**src/rtl/centroid_marker.sv**
```systemverilog
// Crosshair overlay on a pass-through RGB888 stream. The centroid is latched once per
// frame on the v_sync rising edge, and every output lags its input by exactly 2 cycles.
module centroid_marker #(
    parameter int          ARM   = 10,
    parameter int          THICK = 1,
    parameter logic [23:0] COLOR = 24'hFF0000
) (
    input  logic        clk,
    input  logic        rst,
    input  logic        en,
    input  logic        de,
    input  logic        h_sync,
    input  logic        v_sync,
    input  logic [23:0] pixel_in,
    input  logic [31:0] x,
    input  logic [31:0] y,
    output logic        de_out,
    output logic        h_sync_out,
    output logic        v_sync_out,
    output logic [23:0] pixel_out
);

    localparam logic [11:0] ARM_W   = 12'(ARM);
    localparam logic [11:0] THICK_W = 12'(THICK);

    logic [10:0] x_pos, y_pos;
    logic        line_flag;
    logic        prev_v_sync;
    logic [10:0] cx, cy;
    logic        en_l, marker_valid;

    logic [11:0] dx_c, dy_c;
    logic [11:0] dx_s1, dy_s1;
    logic        de_s1, h_sync_s1, v_sync_s1;
    logic [23:0] pixel_s1;
    logic        hit;

    function automatic logic [10:0] sat11(input logic [31:0] v);
        return (v > 32'd2047) ? 11'd2047 : v[10:0];
    endfunction

    // A 12-bit signed difference cannot wrap for 11-bit operands, so far-away
    // columns never alias back onto the marker.
    function automatic logic [11:0] abs_diff(input logic [10:0] a, input logic [10:0] b);
        logic signed [11:0] d;
        d = $signed({1'b0, a}) - $signed({1'b0, b});
        return d[11] ? 12'(-d) : 12'(d);
    endfunction

    // Position counters; v_sync overrides everything, de beats h_sync for x_pos.
    always_ff @(posedge clk) begin
        // NOTE: sequential state uses non-blocking assignments so every register
        // samples pre-edge values regardless of statement order.
        if (!rst) begin
            x_pos     <= '0;
            y_pos     <= '0;
            line_flag <= 1'b0;
        end else if (v_sync) begin
            x_pos <= '0;
            y_pos <= '0;
        end else begin
            if (h_sync) begin
                line_flag <= 1'b0;
                if (line_flag)
                    y_pos <= y_pos + 11'd1;
            end
            if (de) begin
                x_pos     <= x_pos + 11'd1;
                line_flag <= 1'b1;
            end else if (h_sync) begin
                x_pos <= '0;
            end
        end
    end

    always_ff @(posedge clk) begin
        if (!rst) begin
            prev_v_sync  <= 1'b0;
            cx           <= '0;
            cy           <= '0;
            en_l         <= 1'b0;
            marker_valid <= 1'b0;
        end else begin
            prev_v_sync <= v_sync;
            if (v_sync && !prev_v_sync) begin
                cx           <= sat11(x);
                cy           <= sat11(y);
                en_l         <= en;
                marker_valid <= 1'b1;
            end
        end
    end

    always_comb begin
        dx_c = abs_diff(x_pos, cx);
        dy_c = abs_diff(y_pos, cy);
    end

    always_ff @(posedge clk) begin
        if (!rst) begin
            dx_s1     <= '0;
            dy_s1     <= '0;
            de_s1     <= 1'b0;
            h_sync_s1 <= 1'b0;
            v_sync_s1 <= 1'b0;
            pixel_s1  <= '0;
        end else begin
            dx_s1     <= dx_c;
            dy_s1     <= dy_c;
            de_s1     <= de;
            h_sync_s1 <= h_sync;
            v_sync_s1 <= v_sync;
            pixel_s1  <= pixel_in;
        end
    end

    always_comb begin
        hit = ((dy_s1 <= THICK_W) && (dx_s1 <= ARM_W)) ||
              ((dx_s1 <= THICK_W) && (dy_s1 <= ARM_W));
    end

    always_ff @(posedge clk) begin
        if (!rst) begin
            de_out     <= 1'b0;
            h_sync_out <= 1'b0;
            v_sync_out <= 1'b0;
            pixel_out  <= '0;
        end else begin
            de_out     <= de_s1;
            h_sync_out <= h_sync_s1;
            v_sync_out <= v_sync_s1;
            pixel_out  <= (marker_valid && en_l && de_s1 && hit) ? COLOR : pixel_s1;
        end
    end

endmodule
```
**config.mk**
```make
export PLATFORM = sky130hd
export DESIGN_NAME = centroid_marker
export DESIGN_NICKNAME = d
export VERILOG_FILES = /design/src/rtl/centroid_marker.sv
export SDC_FILE = /design/constraint.sdc
export NUM_CORES = 1
export LEC_CHECK = 0
export CAP_MARGIN = 40
export CELL_PAD_IN_SITES_DETAIL_PLACEMENT = 0
export CELL_PAD_IN_SITES_GLOBAL_PLACEMENT = 1
export CORE_MARGIN = 1.5
export CORE_UTILIZATION = 35
export CTS_BUF_LIST = sky130_fd_sc_hd__clkbuf_4
export DETAILED_ROUTE_END_ITERATION = 7
export PLACE_DENSITY = 0.77
export SLEW_MARGIN = 10
export SYNTH_ARGS = -nofsm -noshare
export SYNTH_HDL_FRONTEND = slang
export SYNTH_SLANG_ARGS = --single-unit
```
**constraint.sdc**
```tcl
create_clock -name clk -period 3.3 [get_ports clk]
set_clock_uncertainty 0.2 [all_clocks]
set_input_delay 0.495 -clock clk [delete_from_list [all_inputs] [get_ports clk]]
set_output_delay 0.495 -clock clk [all_outputs]
set_load 0.1 [all_outputs]
```
======== Yosys cells after proc, flatten, opt, wreduce, memory -nomap -nowiden ========
Index checks and enable logic that the tools add are counted.
operators by class
  bitwise logic cells ..................... 2
  mux-type cells .......................... 9
  reductions and logical operators ........ 15
  add/sub/neg operators ................... 6
  $lt $le $gt $ge ......................... 6
operators by type and width
  operator                                                         count
  2-to-1 mux 11 bit                                                6
  greater-than comparator 32 x 11 -> 1 bit, second input constant  2
  less-or-equal comparator 12 x 1 -> 1 bit, second input constant  2
  less-or-equal comparator 12 x 4 -> 1 bit, second input constant  2
  2-to-1 mux 24 bit                                                1
  negation 12 bit                                                  2
  subtractor 11 x 11 -> 12 bit                                     2
  adder 11 x 1 -> 11 bit, second input constant                    2
  AND reduction 2 bit                                              4
  logical AND 1 bit                                                6
  OR reduction 2 bit                                               2
  2-to-1 mux 1 bit                                                 2
  NOT 1 bit                                                        2
  nonzero test 2 bit                                               1
  logical NOT 1 bit                                                1
  logical OR 1 bit                                                 1
word-level totals
  bits of input ports ..................... 94
  register bits after elaboration ......... 125
  output and inout port bits .............. 27
  word-level logic and storage cells ...... 58

======== Depth between registers and ports, before layout ========
  word-level depth ........................ 5
  depth in mapped cells ................... 11
  mapped depth without buffers ............ 11

======== Worst setup path after synthesis ========
No wires, ideal clock.
  path kind ............................... register to register
  from .................................... register y_pos[0]
  to ...................................... register dy_s1[10]
  period minus slack after synthesis ...... 2.632 ns
  path buffers ............................ 0
  cell stages (with the launch flop) ...... 12
  slack ................................... 0.668 ns
  arrival ................................. 2.360 ns
  library setup time ...................... 0.072 ns
  required time ........................... 3.028 ns
  path through ............................ dfxtp_1 > inv_1 > ha_1 > inv_1 > fa_1 > a21o_1 > a221oi_2 > xnor2_1 > a211oi_2 > nand3_1 > o31ai_1 > mux2i_1
between the ends
  cells in the longest elaborated chain, start to end .. 3
RTL lines
  item                              line  text
  start, declared                   26    logic [10:0] x_pos, y_pos;
  start signal, assigned            65    y_pos <= y_pos + 11'd1;
  subtractor 11 x 11 -> 12 bit (*)  46    d = $signed({1'b0, a}) - $signed({1'b0, b});
  negation 12 bit                   47    return d[11] ? 12'(-d) : 12'(d);
  2-to-1 mux 11 bit (*)             47
  end signal, assigned              109   dy_s1 <= dy_c;
  end, declared                     33    logic [11:0] dx_s1, dy_s1;
Every way passes the cells marked *; elsewhere a longest branch is shown, timed or not.
A chain may end at the register's enable or synchronous reset.

======== Worst setup path in the final report ========
Same ends and word-level chain as after synthesis.

==> flow_summary_export.csv <==
group,metric,value,unit
global_route,grt_remaining_overflow,0,
yosys,avgSynthCellArea,9.42,sq um
critical_path,cp-start-kind,"flip-flop",
sta,relSlewSlack,48.0,%
outcome,status,"complete, no violations",
clocking,holdBufCountCts,0,
yosys,postSynthCellCount,589,
global_route,antenna_found_initial,1,
clocking,cts_root_buf,"clkbuf_4",
clocking,postCtsSetupBuffers,0,
yosys,synth_edf_count,0,
min_path,hp-start,"pixel_s1[8]$_SDFF_PN0_",
sta,slew_viol_final,0,
layout,flow.area_growth_from_synthesis,28.8,%
detailed_routing,totalWireLength,12800,um
critical_path,r2r_slack,0.38,ns
global_route,track_usage,16.3,%
power,vdd_ir_drop_max,0.000223,V
global_route,grt_pass1_vias,4338,
floorplan,die_w,129,um
yosys,yosysMostFrequentCell,"dfxtp_1",
placement,place_area,6900,sq um
clocking,cts_resized,0,
critical_path,crit_path_end_kind,"flip-flop",
detailed_routing,dr.pass1.iters,4,
sta,hold-worst-slack,0.232,ns
clocking,clk_pin_slew,0.11,ns
placement,gp_congestion,0.778,
critical_path,crit_type,"flip-flop to flip-flop",
yosys,synth_top_area_share,45.1,%
yosys,yosysSeqAreaShare,45.1,%
floorplan,die_y,129,um
detailed_routing,routedWlPerCell,13.7,um
min_path,hold_depth,1,
layout,fin_util,46.6,%
yosys,yosys_warnings,0,
floorplan,row_count,45,
yosys,ys.flop_type,"dfxtp_1",
critical_path,reg2reg_depth,11,
yosys,synthSimpleGateAreaFrac,21.9,%
yosys,synth.area.top_cells,"dfxtp_1 45%, ha_1 5.9%, and2_1 5.4%, o221a_2 4.5%, nor2_1 4.1%",
yosys,syn_area,5550,sq um
yosys,synthArstFlopShare,0,%
yosys,synth_top_family_by_area,"simple AND/OR/NAND/NOR gates",
floorplan,design.core.area,15300,sq um
detailed_routing,drt_iter0_markers,236,
yosys,yosys-top-cells-count,"125 x dfxtp_1, 61 x nor2_1, 48 x and2_1, 35 x inv_1",
sta,worst_pin_slew,0.778,ns
detailed_routing,vias,4559,
power,powerDensity,447,nW/um^2
yosys,syn_nets,711,
yosys,synth_fa_ha_area_share,6.59,%
detailed_routing,ant_nets,0,
layout,drive_above_1_share,13.5,%
min_path,hold_path.class,"flip-flop to flip-flop",
clocking,htreeDepth,4,
floorplan,die_area,16600,sq um
layout,finalNetCount,834,
placement,dp.final_hpwl,9760,um
critical_path,cp.arrival,3.16,ns
critical_path,r2r-end,"dy_s1[10]$_SDFF_PN0_",
power,power.leakage,2.88,nW
placement,numPortBuffers,120,
clocking,cts_max_path_buffers,2,
floorplan,start_util,36.2,%
yosys,synth_mux_area_share,1.11,%
yosys,yosysUniqueCellTypes,54,
min_path,worstHoldEndpoint,"pixel_out[8]$_SDFF_PP0_",
sta,setup_viol,0,
clocking,cts.sinks,125,
global_route,grt_max_degree,37,
clocking,cts_tree,"built",
sta,rsz0062_at_grt,"false",
yosys,synth-compound-area-share,14.8,%
critical_path,crit_fanout,4,
critical_path,required,3.54,ns
detailed_routing,viasPerCell,4.87,
sta,fin_crit_sh,88.5,%
critical_path,r2r_start,"y_pos[0]$_SDFFE_PP0P_",
floorplan,boundaryPins,121,
sta,hold_violations,0,
yosys,synth_xor_area_share,6.47,%
yosys,yosys.area.top_type,"dfxtp_1",
layout,stdcell_area,7140,sq um
clocking,numCtsBuffers,17,
sta,max_freq,0.342,GHz
yosys,ys_ff_latch,125,
detailed_routing,drc,0,
global_route,grt_pass1_wl,21100,um
sta,fin_crit,2.92,ns
clocking,clock_latency,0.52,ns
sta,fin_setup_tns,0,ns
job,maxCapViolCount,0,
-- worst max-delay path, stage by stage (launching register included) --
cell,delay (ns)
dfxtp_1,0.34
inv_1,0.09
ha_1,0.16
inv_1,0.05
fa_1,0.39
a21o_1,0.21
a221oi_2,0.24
xnor2_1,0.15
a211oi_2,0.35
nand3_1,0.17
o31ai_1,0.29
mux2i_1,0.21
-- stage by stage --
stage	worst slack (ns)	instances	power (W)
3_3_place_gp	0.455	904	0.00230
3_5_place_dp	0.394	904	0.00231
4_1_cts	0.368	936	0.00324
2_1_floorplan	0.668	589	0.00209
6_report	0.378	937	0.00319
5_1_grt	0.109	937	0.00338
-- sequential cells by signal, indices dropped and copies added, names as in the netlist --
name          cells
cx               11
cy               11
de_out            1
de_s1             1
dx_s1            12
dy_s1            12
en_l              1
h_sync_out        1
h_sync_s1         1
line_flag         1
marker_valid      1
pixel_out        24
pixel_s1         24
v_sync_out        1
v_sync_s1         1
x_pos            11
y_pos            11
-- layout make-up --
cell class              instances  area, sq um
inverters                      35          131
clock buffers                  18          135
flip-flops and latches        125         2500
fillers                      1476         8170
well taps                     211          264
clock inverters                14          110
diodes                          1         2.50
multi-input cells             407         2820
repair buffers                126         1170
-- where the power goes --
| group | switching (W) | internal [W] | leakage (nW) |
|---|---|---|---|
| sequential | 0.0000351 | 0.00160 | 1.03 |
| combinational | 0.000344 | 0.000290 | 1.73 |
| clock | 0.000604 | 0.000317 | 0.126 |
-- layout by cell type (no fill, tap or decap), types with 8 or more instances in the layout --
cell,n
nor4_1,13
nor2_1,61
dfxtp_1,125
xnor2_1,21
inv_1,35
or3_1,10
and3_1,9
xor2_1,20
buf_4,33
clkdlybuf4s50_1,92
ha_1,26
nand2b_1,9
nand3_1,23
and2_1,48
o221a_2,22
clkbuf_4,18
nand2_1,23
a21oi_1,26
o21ai_0,8
a21o_1,9
nand4_1,9
-- cells by family after synthesis --
logic type,Yosys count
AO/OA/AOI/OAI,102
XOR/XNOR,41
adder cells (fa/ha/maj),28
buffers and inverters,57
flip-flops,125
multiplexers,6
AND/OR/NAND/NOR,230
-- worst max path at each step --
stage | endpoint | depth (start not counted) | from | slack, ns
floorplan | dy_s1[10]$_SDFF_PN0_ | 11 | y_pos[0]$_SDFFE_PP0P_ | 0.67
global placement | cy[6]$_SDFFE_PN0P_ | 5 | y[29] | 0.45
detailed placement | cx[3]$_SDFFE_PN0P_ | 5 | x[29] | 0.39
CTS | dy_s1[10]$_SDFF_PN0_ | 11 | y_pos[0]$_SDFFE_PP0P_ | 0.37
global route | dy_s1[10]$_SDFF_PN0_ | 11 | y_pos[0]$_SDFFE_PP0P_ | 0.11
finish | dy_s1[10]$_SDFF_PN0_ | 11 | y_pos[0]$_SDFFE_PP0P_ | 0.38
-- layer usage --
layer | routed length (um) | track usage [%]
met1 | 6200 | 21.0
met3 | 795 | 5.03
met2 | 5710 | 26.2
met5 | 0 | 0
met4 | 112 | 5.02
Power figures use the tool's default switching activity.
